==> src/rtl/uart_rx_unit.sv <==
// -----------------------------------------------------------------------------
// uart_rx_unit
// Receive front-end of the memory-mapped UART. Oversamples the asynchronous
// Rx line, decodes 8N1 frames (LSB first) and holds the last good byte with a
// ready flag that doubles as the RxRdy interrupt request.
//
// Ports
//   C        in   clock, all state updates on the rising edge
//   R        in   synchronous active-high reset
//   Rx       in   asynchronous serial line, idle high
//   RdStb    in   one-cycle pulse on a CPU read of the data register
//   RxData   out  [7:0] last correctly framed byte
//   RxRdy    out  unread byte available
//   FrameErr out  last frame had a low stop bit
//   Overrun  out  a byte was replaced before it was read
//
// Parameter
//   DIV      clock cycles per bit (>= 4); half-bit interval is DIV/2
// -----------------------------------------------------------------------------
module uart_rx_unit #(
  parameter int DIV = 5208
) (
  input  logic       C,
  input  logic       R,
  input  logic       Rx,
  input  logic       RdStb,
  output logic [7:0] RxData,
  output logic       RxRdy,
  output logic       FrameErr,
  output logic       Overrun
);

  localparam int CW = $clog2(DIV);
  localparam logic [CW-1:0] HALF_LOAD = CW'(DIV / 2 - 1);
  localparam logic [CW-1:0] BIT_LOAD  = CW'(DIV - 1);

  typedef enum logic [1:0] {
    IDLE,
    START,
    DATA,
    STOP
  } state_t;

  state_t          state_q, state_d;
  logic [CW-1:0]   cnt_q, cnt_d;
  logic [2:0]      idx_q, idx_d;
  logic [7:0]      shift_q, shift_d;
  logic [7:0]      data_q, data_d;
  logic            rdy_q, rdy_d;
  logic            ferr_q, ferr_d;
  logic            ovr_q, ovr_d;
  logic            sync1_q, sync1_d;
  logic            sync2_q, sync2_d;
  logic            prev_q, prev_d;

  logic            rx_s;
  logic            expire;

  assign rx_s   = sync2_q;
  assign expire = (cnt_q == '0);

  always_ff @(posedge C) begin
    if (R) begin
      state_q <= IDLE;
      cnt_q   <= '0;
      idx_q   <= '0;
      shift_q <= '0;
      data_q  <= '0;
      rdy_q   <= 1'b0;
      ferr_q  <= 1'b0;
      ovr_q   <= 1'b0;
      sync1_q <= 1'b1;
      sync2_q <= 1'b1;
      prev_q  <= 1'b1;
    end else begin
      state_q <= state_d;
      cnt_q   <= cnt_d;
      idx_q   <= idx_d;
      shift_q <= shift_d;
      data_q  <= data_d;
      rdy_q   <= rdy_d;
      ferr_q  <= ferr_d;
      ovr_q   <= ovr_d;
      sync1_q <= sync1_d;
      sync2_q <= sync2_d;
      prev_q  <= prev_d;
    end
  end

  always_comb begin
    state_d = state_q;
    cnt_d   = cnt_q;
    idx_d   = idx_q;
    shift_d = shift_q;
    data_d  = data_q;
    rdy_d   = rdy_q;
    ferr_d  = ferr_q;
    ovr_d   = ovr_q;
    sync1_d = Rx;
    sync2_d = sync1_q;
    prev_d  = sync2_q;

    // A read acknowledges everything; a stop-bit decision below may override.
    if (RdStb) begin
      rdy_d  = 1'b0;
      ovr_d  = 1'b0;
      ferr_d = 1'b0;
    end

    case (state_q)
      IDLE: begin
        // Edge, not level: a line stuck low must not start a new frame.
        if (prev_q && !rx_s) begin
          state_d = START;
          cnt_d   = HALF_LOAD;
        end
      end
      START: begin
        if (!expire) begin
          cnt_d = cnt_q - CW'(1);
        end else if (!rx_s) begin
          state_d = DATA;
          cnt_d   = BIT_LOAD;
          idx_d   = '0;
        end else begin
          state_d = IDLE;
        end
      end
      DATA: begin
        if (!expire) begin
          cnt_d = cnt_q - CW'(1);
        end else begin
          shift_d = {rx_s, shift_q[7:1]};
          cnt_d   = BIT_LOAD;
          idx_d   = idx_q + 3'd1;
          if (idx_q == 3'd7) begin
            state_d = STOP;
          end
        end
      end
      STOP: begin
        if (!expire) begin
          cnt_d = cnt_q - CW'(1);
        end else begin
          state_d = IDLE;
          if (rx_s) begin
            // A good load beats a simultaneous read: the new byte stays unread.
            data_d = shift_q;
            rdy_d  = 1'b1;
            ferr_d = 1'b0;
            ovr_d  = RdStb ? 1'b0 : (ovr_q | rdy_q);
          end else begin
            ferr_d = 1'b1;
          end
        end
      end
      default: begin
        state_d = IDLE;
      end
    endcase
  end

  assign RxData   = data_q;
  assign RxRdy    = rdy_q;
  assign FrameErr = ferr_q;
  assign Overrun  = ovr_q;

endmodule

==> config.mk <==
export PLATFORM = sky130hd
export DESIGN_NAME = uart_rx_unit
export DESIGN_NICKNAME = d
export VERILOG_FILES = /design/src/rtl/uart_rx_unit.sv
export SDC_FILE = /design/constraint.sdc
export NUM_CORES = 1
export LEC_CHECK = 0
export CAP_MARGIN = 20
export CORE_UTILIZATION = 40
export DETAILED_ROUTE_END_ITERATION = 7
export PLACE_DENSITY = 0.61
export SLEW_MARGIN = 20
export SYNTH_ARGS = -nofsm -noshare
export SYNTH_HDL_FRONTEND = slang
export SYNTH_SLANG_ARGS = --single-unit
==> constraint.sdc <==
create_clock -name C -period 2.3 [get_ports C]
set_input_delay 0.69 -clock C [delete_from_list [all_inputs] [get_ports C]]
set_output_delay 0.69 -clock C [all_outputs]
set_load 0.005 [all_outputs]
# After elaboration in Yosys (flattened, before gate mapping)
# Cells that the tools add are included.
# totals
reg_bits,40
in_bits,4
out_inout_bits,11
elab_cells,66
# classes
add_sub_neg,2
n_eq_ne,12
mux,30
bitwise,1
n_reduce_logical,10
# ops
operator,n
two-way mux 13 bit,5
case mux 13 bit (4 select lines),1
"inequality test 2 bit, second input constant",7
logical NOT 13 bit,1
two-way mux 1 bit,13
"subtractor 13 x 1 -> 13 bit, second input constant",1
two-way mux 2 bit,6
two-way mux 3 bit,3
case mux 2 bit (4 select lines),1
case mux 3 bit (2 select lines),1
AND reduction 3 bit,2
AND reduction 5 bit,1
"equality test 2 bit, second input constant",2
AND reduction 4 bit,1
"adder 3 x 1 -> 3 bit, second input constant",1
"equality test 3 bit, second input constant",1
"inequality test 3 bit, second input constant",1
"equality test 2 x 1 -> 1 bit, second input constant",1
logical NOT 2 bit,1
AND reduction 2 bit,1
nonzero test 2 bit,1
logical AND 1 bit,1
logical NOT 1 bit,1
OR 1 bit,1

# Longest topological paths before layout
# Gate-level depths: netlist (run 1).
# depth
word_depth,5
ltp_mapped,9
depth_no_buf,7

# Worst setup path before layout (run 1)
# OpenSTA, ideal clock, no wires.
# synth_path
kind,register -> register
start,register cnt_q[0]
end,register (tool-made name)
setup_ns,0.072
t_arrival_ns,1.687
required_time_ns,2.228
slack_ns,0.541
path_stages_with_launch,9
n_path_buf,1
period_less_slack_ns,1.759
cell_sequence,dfxtp_1 -> inv_1 -> ha_1 -> nor4b_4 -> and4_1 -> buf_6 -> o21ai_2 -> a211oi_1 -> mux2i_1
# synth_lines
item,line,source
from (decl),45,"logic [CW-1:0] cnt_q, cnt_d;"
from (signal assigned),77,cnt_q <= cnt_d;

# Worst setup path in the final report (run 1)
# layout_path
start,register cnt_q[0]
end,"register data_q[0], in the netlist RxData[0]"
# layout_via
elab_chain_cells,2
# layout_lines
item,line,source
logical NOT 13 bit,60,assign expire = (cnt_q == '0);
AND reduction 3 bit (no line),-,
to (signal assigned),80,data_q <= data_d;
to (decl),48,"logic [7:0] data_q, data_d;"
# Every way passes these cells.
# A chain may end at the register's enable or synchronous reset.

==> results of run 1 <==
[logic make-up (layout without fill, tap and decap cells)]
family                     count (synthesis)  after routing  synth area share, %
AOI/OAI and AO/OA                         68             68                 20.4
adders and majority gates                  9              9                 5.61
buffers and inverters                     22             35                 5.49
DFF                                       40             40                 39.9
muxes                                      5              5                 2.49
and+or+nand+nor                          102            102                 26.1
[cell usage after synthesis, drive strengths merged (2+ instances only)]
| cell type | n | area share [%] |
|---|---|---|
| nand4b | 3 | 1.3 |
| nand2 | 39 | 7.3 |
| o21ai | 15 | 3.9 |
| nand2b | 2 | 0.62 |
| dfxtp | 40 | 40 |
| nor2 | 20 | 3.7 |
| and3 | 2 | 0.62 |
| clkbuf | 7 | 1.4 |
| a211oi | 4 | 2.2 |
| a21o | 4 | 1.9 |
| ha | 9 | 5.6 |
| a31oi | 5 | 1.6 |
| inv | 9 | 1.7 |
| nor3b | 2 | 0.75 |
| and2 | 4 | 1.2 |
| a21oi | 34 | 8.5 |
| buf | 6 | 2.4 |
| mux2i | 5 | 2.5 |
| or2 | 4 | 1.2 |
| nand3 | 3 | 0.75 |
| nor3 | 12 | 3.5 |
| nor4 | 5 | 1.9 |
[through the flow]
| stage | total power [mW] | setup slack [ps] | instance area, sq um | utilization [%] |
|---|---|---|---|---|
| floorplan | 1.36 | 541 | 2010 | - |
| global placement | 1.48 | 232 | 2200 | 45.9 |
| detailed placement | 1.48 | 141 | 2200 | 45.9 |
| CTS | 2.08 | 140 | 2310 | 48.3 |
| global route | 2.20 | 43.1 | 2310 | 48.4 |
| finish | 2.07 | 250 | 2310 | 48.4 |
[area by class of cell]
cell class              count  area, sq um
clock inverters             3         47.5
inverters                   9         33.8
repair buffers             18          183
flip-flops and latches     40          801
multi-input cells         184         1100
well taps                  67         83.8
fillers                   467         2470
clock buffers               5         68.8
[final timing paths]
check	slack (ps)	cells past startpoint	start	end
worst max-delay path	250	7	cnt_q[0]$_SDFFE_PP0P_	RxData[0]$_SDFFE_PP0P_
worst min-delay path	410	1	sync1_q$_SDFF_PP1_	prev_d$_SDFF_PP1_
worst max register to register	250	7	cnt_q[0]$_SDFFE_PP0P_	RxData[0]$_SDFFE_PP0P_
worst min register to register	410	1	sync1_q$_SDFF_PP1_	prev_d$_SDFF_PP1_
[layer usage]
metal  part of all wire, %  track usage, %
met1                    52            26.8
met2                    42            26.5
met3                   4.5            4.83
met4                   1.8            8.06
met5                     0               0
[timing repair]
action	in CTS	in global routing
setup buffers	0	0
hold buffers	0	0
setup endpoints to repair	0	10
gates resized for setup	0	1
[power groups by stage]
stage | clock (mW) | combinational, mW | sequential [mW]
after CTS | 0.614 | 0.666 | 0.800
after global routing | 0.643 | 0.748 | 0.813
after detailed placement | 0 | 0.660 | 0.816
final | 0.598 | 0.672 | 0.801
after floorplan | 0 | 0.563 | 0.796
after global placement | 0 | 0.661 | 0.816
[worst max-delay path: cells and delay by family (launching register included)]
kind	cells	cell delay, ps
AOI/OAI and AO/OA	1	70
adders and majority gates	1	160
buffers and inverters	1	130
DFF	1	330
and+or+nand+nor	4	1250
[cell usage in the layout (no fill, tap or decap), drive strengths merged, types with 2 or more instances in the layout]
cell type	count
and2	4
o21ai	15
ha	9
nor3b	2
a31oi	5
buf	4
nand2	39
clkdlybuf4s50	14
nand2b	2
a21o	4
nand3	3
dfxtp	40
nor2	20
clkinv	2
or2	4
mux2i	5
a21oi	34
nor3	12
clkbuf	5
and3	2
inv	9
nor4	5
nand4b	3
a211oi	4
[flip-flops by register name, indices dropped and copies added (netlist names), named ones only]
signal	count
RxData	8
sync1_q	1
prev_q	1
shift_q	8
state_q	1
prev_d	1
cnt_q	13
RxRdy	1
FrameErr	1
idx_q	3
Overrun	1
==> flow_summary.toml, run 1 <==
[logic_synthesis]
synthArstFlopShare_pct = 0
yosysUniqueCellTypes = 43
synth_nets = 259
syn_area_sq_um = 2010
synth.avg_cell_area_sq_um = 8.16
syn_inst = 246
synth_edf_count = 0
synth_ff_type = "dfxtp_1"
synth_seq_cells = 40
synth_warnings = 0
ys_seq_area_share_pct = 39.9

[detailed_routing]
ant_nets = 0
wl_um = 4300
drt_iter0_drc = 110
drc = 0
vias = 1718
wl_per_cell_um = 13.2
detail_route.vias_per_cell = 5.27
drt_first_pass_iters = 4

[sta]
fin_skew_ps = 8.95
fmax_mhz = 488
hold_ws_ps = 407
max-slew-margin-rel_pct = 52.4
slew_viol_final = 0
worstMarginPinSlew_ps = 713
fin_setup_tns_ps = 0
finalCritPeriodShare_pct = 89.1
fin_crit_ps = 2050
setup_viol = 0
rsz0062_at_grt = "false"
finalHoldViolations = 0

[pwr]
p_comb_share_pct = 32.5
clkPwrFrac_pct = 28.9
switchingPower_mw = 0.742
power.density_nw_per_um2 = 895
swShare_pct = 35.8
internal-power_mw = 1.33
power.leakage_nw = 0.845
vdd_drop_max_mv = 0.330
p_seq_share_pct = 38.7

[die]
die-area_sq_um = 5300
pin_count = 15
rows = 25
die_h_um = 72.8
coreArea_sq_um = 4790
initial_core_util_pct = 41.9
die-width_um = 72.8

[global_route]
antenna_found_initial = 0
grt_max_degree = 41
overflow = 0
grt_pass1_wl_um = 7610
grt_pass1_vias = 1619
grtUsageTotal_pct = 18.7

[critical_path]
path_cells = "inv_1 > ha_1 > nor4b_4 > and4_2 > nand3_1 > nand2_1 > a21oi_1"
worstPathArrival_ps = 2240
crit_slowest_cell = "and4_2"
crit_path_end_kind = "flop"
cp-start-kind = "flop"
path_max_fanout = 11
critical_path.max_stage_delay_ps = 430
required_ps = 2490
crit_type = "flop to flop"

[run]
cap_violations = 0

[placement]
placed_cells = 318
io_buffers = 14
dp_hpwl_um = 2880
place_congestion = 0.864

[cells_and_area]
final_nets = 271
drive_above_1_share_pct = 10.4
syn2layout_area_growth_pct = 15.3
diodes = 0
fin_cells = 326

[clocking]
cts_max_level = 2
tritoncts = "done"
clk_path_buf_depth = 2
cts.sinks = 40
cts.clk_slew.worst_paths_ps = 80
cts_buffers = 5
worstSkewPairLatency_ps = 300
clock-root-buffer = "clkbuf_8"

[run_status]
outcome = "finished, final reports clean"

[hold_path]
hold_class = "flop to flop"
Power figures use the tool's default switching activity.
==> run 2, diff against run 1 <==
Settings changed: ABC_AREA set to 1.
==> run 2 against run 1 <==
Net effect: clock-buffer cell count unchanged; highest routed layer unchanged; routed wire length decreased by 7.5%; setup slack improved by 200 ps; synthesized cell count increased by 9.8%; sequential power increased by 11%; largest cell class unchanged.
==> flow_summary.toml, run 2 <==
[sta]
setup_viol = 0
slew_viol_final = 0
max-slew-margin-rel_pct = 78.8
fin_crit_ps = 1850
fin_skew_ps = 7.97
fmax_mhz = 539
finalCritPeriodShare_pct = 80.6
worstMarginPinSlew_ps = 317
fin_setup_tns_ps = 0
rsz0062_at_grt = "false"
finalHoldViolations = 0

[placement]
placed_area_sq_um = 2210
dp_hpwl_um = 2810
place_congestion = 0.836
io_buffers = 14
placed_cells = 347

[critical_path]
crit_type = "flop to output pin"
path_delay_family = "buffers and inverters"
path_cells = "clkdlybuf4s50_1"
r2r-end = "cnt_q[12]$_SDFFE_PP0P_"
crit_buf_inv = 1
path_max_fanout = 3
critical_path.max_stage_delay_ps = 510
reg2regPathDepth = 9
cp-start-kind = "flop"
worstPathArrival_ps = 1160
crit_slowest_cell = "clkdlybuf4s50_1"
required_ps = 1610
r2r_slack_ps = 640
crit_path_end_kind = "output pin"

[run_status]
outcome = "finished, final reports clean"

[die]
initial_core_util_pct = 42.1
die-width_um = 73.0
die-area_sq_um = 5320
coreArea_sq_um = 4790
rows = 25
pin_count = 15
die_h_um = 73.0

[global_route]
grt_pass1_vias = 1448
antenna_found_initial = 0
grt_pass1_wl_um = 6760
overflow = 0
grtUsageTotal_pct = 16.7
grt_max_degree = 30

[clocking]
cts_setup_buffers = 0
cts_max_level = 2
cts_buffers = 5
postCtsHoldBufs = 0
cts.clk_slew.worst_paths_ps = 80
tritoncts = "done"
cts.sinks = 40
clk_path_buf_depth = 2
worstSkewPairLatency_ps = 290
clock-root-buffer = "clkbuf_8"
cts_resized = 0

[logic_synthesis]
synth_seq_cells = 40
synth_top_area_share_pct = 39.8
synth_warnings = 0
syn_area_sq_um = 2010
synth_commonest_cells = "nand2_1, dfxtp_1, nor2_1"
syn_inst = 270
yosysUniqueCellTypes = 30
synth.avg_cell_area_sq_um = 7.46
synth_top_area_cell = "dfxtp_1"
synth_nets = 283
ys_seq_area_share_pct = 39.8
ys_top_cells_by_area = "dfxtp_1, nand2_1, a21oi_1"
synth_ff_type = "dfxtp_1"
synth.most_common_cell = "nand2_1"
synth_edf_count = 0
synthArstFlopShare_pct = 0

[cells_and_area]
syn2layout_area_growth_pct = 15.3
drive_above_1_share_pct = 11.5
final_common_cell = "nand2_1"
largest_reg_flops = 13
diodes = 0
regMostFlops = "cnt_q"
stdcell_area_sq_um = 2320
layout_common_cells = "nand2_1, dfxtp_1, nor2_1"
finish.utilization_pct = 48.5
fin_cells = 355
final_nets = 300

[pwr]
power.leakage_nw = 0.974
vdd_drop_max_mv = 0.513
power.density_nw_per_um2 = 1220

[detailed_routing]
detail_route.vias_per_cell = 4.70
drt_iter0_drc = 90
vias = 1669
drt_first_pass_iters = 4
ant_nets = 0
drc = 0
wl_um = 3980
wl_per_cell_um = 11.2

[hold_path]
holdPathStages = 1
worstHoldEndpoint = "prev_d$_SDFF_PP1_"
hold_class = "flop to flop"
worstHoldStart = "sync1_q$_SDFF_PP1_"

[run]
cap_violations = 0
[run 2: how the worst max path moves through the flow]
| stage | from | end | slack (ps) | cells after the start |
|---|---|---|---|---|
| final | RxRdy$_SDFF_PP0_ | RxRdy | 450 | 1 |
| after global routing | RxData[6]$_SDFFE_PP0P_ | RxData[6] | 400 | 1 |
| after CTS | RxRdy$_SDFF_PP0_ | RxRdy | 430 | 1 |
| after detailed placement | R | RxData[0]$_SDFFE_PP0P_ | 510 | 5 |
| after global placement | R | flop | 540 | 5 |
| after floorplan | R | RxData[0]$_SDFFE_PP0P_ | 810 | 5 |
[run 2: cells by family (layout without fill, tap and decap cells)]
kind of cell	count (synthesis)	in the layout	share of synthesized area (%)
simple gates	118	118	29.3
compound gates	61	61	15.7
flops	40	40	39.8
buf+inv	39	57	8.38
fa+ha+maj	9	9	5.59
xor+xnor	3	3	1.30
[run 2: stage by stage]
| step | setup WS [ps] | power [mW] | hold slack, ps |
|---|---|---|---|
| 2_1_floorplan | 814 | 2.01 | 389 |
| 3_3_place_gp | 537 | 2.27 | 393 |
| 3_5_place_dp | 511 | 2.28 | 397 |
| 4_1_cts | 428 | 2.86 | 418 |
| 5_1_grt | 398 | 3.08 | 435 |
| 6_report | 445 | 2.84 | 416 |
[run 2: cell type report]
class | count | area, sq um
Clock buffer | 5 | 68.8
Clock inverter | 3 | 42.5
Fill cell | 480 | 2460
Inverter | 33 | 128
Multi-Input combinational cell | 191 | 1040
Sequential cell | 40 | 801
Tap cell | 67 | 83.8
Timing Repair Buffer | 16 | 155
[run 2: report_power, final]
| group | switching [mW] | total [mW] | internal [mW] |
|---|---|---|---|
| logic | 0.918 | 1.38 | 0.461 |
| registers | 0.0907 | 0.889 | 0.798 |
| clock network | 0.253 | 0.574 | 0.321 |
| total | 1.26 | 2.84 | 1.58 |
[run 2: per-layer routing]
layer,global-route usage [%],share of wire (%),vias to the layer above
met5,0,0,-
li1,-,-,904
met1,23.9,51,730
met3,4.97,4.4,4
met4,4.58,1.2,0
met2,24.4,43,31
==> run 3, diff against run 2 <==
Settings changed: PLACE_DENSITY 0.61 to 0.63.
Clock period 2.3 ns to 1.65 ns, I/O delays scaled along.
==> run 3 against run 2 <==
Net effect: clock-buffer cell count stayed put; clock power grew 13%; core utilization grew 4.3 points; largest cell class unchanged; largest power group unchanged; first-iteration DRC count decreased by 27%; non-clock buffer count is 14 higher; global-route usage increased by 0.33 points.
==> flow_summary.toml, run 3 (same netlist as run 2, synthesis figures left out) <==
[hold_path]
hold_class = "flop to flop"

[clocking]
cts.clk_slew.worst_paths_ps = 80
cts.sinks = 40
clk_path_buf_depth = 2
postCtsHoldBufs = 0
tritoncts = "done"
clock-root-buffer = "clkbuf_8"
cts_buffers = 5
worstSkewPairLatency_ps = 300
cts_max_level = 2

[detailed_routing]
wl_per_cell_um = 11.6
drt_first_pass_iters = 4
wl_um = 4280
detail_route.vias_per_cell = 4.71
drt_iter0_drc = 66
drc = 0
vias = 1738
ant_nets = 0

[cells_and_area]
largest_reg_flops = 13
final_common_cell = "nand2_1"
regMostFlops = "cnt_q"
finish.utilization_pct = 52.8
drive_above_1_share_pct = 22.5
diodes = 0
final_nets = 314
syn2layout_area_growth_pct = 25.5
layout_common_cells = "nand2_1, nor2_1, dfxtp_1"

[critical_path]
path_cells = "clkdlybuf4s50_1"
path_max_fanout = 2
crit_slowest_cell = "clkdlybuf4s50_1"
critical_path.max_stage_delay_ps = 490
crit_type = "flop to output pin"
cp-start-kind = "flop"
worstPathArrival_ps = 1110
required_ps = 1150
path_delay_family = "buffers and inverters"
crit_path_end_kind = "output pin"
crit_buf_inv = 1

[die]
die-area_sq_um = 5320
die_h_um = 73.0
pin_count = 15
coreArea_sq_um = 4790
initial_core_util_pct = 42.1
rows = 25
die-width_um = 73.0

[pwr]
power.density_nw_per_um2 = 1670
vdd_drop_max_mv = 0.666
fin_total_pwr_mw = 4.23
power.leakage_nw = 1.24

[sta]
finalCritPeriodShare_pct = 97.1
setup_viol = 0
fin_setup_tns_ps = 0
finalHoldViolations = 0
worstMarginPinSlew_ps = 280
worst_slack_ps = 47.5
fin_skew_ps = 9.11
max-slew-margin-rel_pct = 81.3
fmax_mhz = 624
hold_ws_ps = 413
slew_viol_final = 0
fin_crit_ps = 1600

[placement]
place_ws_ps = -19.4
dp_hpwl_um = 2980
io_buffers = 14
place_congestion = 0.796

[global_route]
antenna_found_initial = 0
grtUsageTotal_pct = 17.1
grt_pass1_vias = 1591
grt_pass1_wl_um = 6980
overflow = 0
grt_max_degree = 30

[run_status]
outcome = "finished, final reports clean"

[run]
cap_violations = 0
-- run 3: cell types whose count changed in the layout (fill, tap and decap cells not counted), moves of 9 or more --
cell / previous run / this run
dlymetal6s2s_1: 0 / 10
dfxtp_1: 40 / 31
dfxtp_2: 0 / 9
clkdlybuf4s50_1: 14 / 4
buf_4: 2 / 14
-- run 3: path summary, 6_finish.rpt --
path / from / to / slack [ps] / depth (start not counted)
worst max register to register: cnt_q[0]$_SDFFE_PP0P_ / idx_q[2]$_SDFFE_PP0P_ / 80 / 10
worst max-delay path: RxData[7]$_SDFFE_PP0P_ / RxData[7] / 50 / 1
worst min-delay path: sync1_q$_SDFF_PP1_ / prev_d$_SDFF_PP1_ / 410 / 1
worst min register to register: sync1_q$_SDFF_PP1_ / prev_d$_SDFF_PP1_ / 410 / 1
-- run 3: per-layer routing --
layer / vias up / share of wire, % / GRT usage (%) / wire, um
met5: - / 0 / 0 / 0
met1: 778 / 49 / 22.1 / 2110
met3: 2 / 3.1 / 4.70 / 133
li1: 940 / - / - / -
met2: 18 / 47 / 27.2 / 2010
met4: 0 / 0.58 / 6.10 / 25
-- run 3: repair_timing --
action | 4_1_cts | 5_1_grt
gates resized for setup | 2 | 38
buffers inserted | 0 | 4
endpoints found under the setup margin | 7 | 42
pin swaps | 1 | 4
cloned | 0 | 0
-- run 3: area by class of cell --
| type | instances | area (sq um) |
|---|---|---|
| clock buffer | 5 | 68.8 |
| inverter | 33 | 131 |
| fill | 474 | 2260 |
| tap | 67 | 83.8 |
| multi-input combinational | 191 | 1100 |
| timing repair buffer | 30 | 310 |
| sequential | 40 | 812 |
| clock inverter | 3 | 18.8 |
-- run 3: where the power goes --
group          total, mW  switching [mW]  internal, mW
clock              0.651           0.356         0.295
combinational       2.32            1.43         0.899
sequential          1.25           0.128          1.12
-- run 3: per-stage QoR --
| stage | area, sq um | std cells |
|---|---|---|
| final | 2530 | 369 |
| after global routing | 2530 | 369 |
| after CTS | 2410 | 365 |
| after detailed placement | 2310 | 357 |
| after global placement | 2310 | 357 |
| after floorplan | 2010 | 270 |
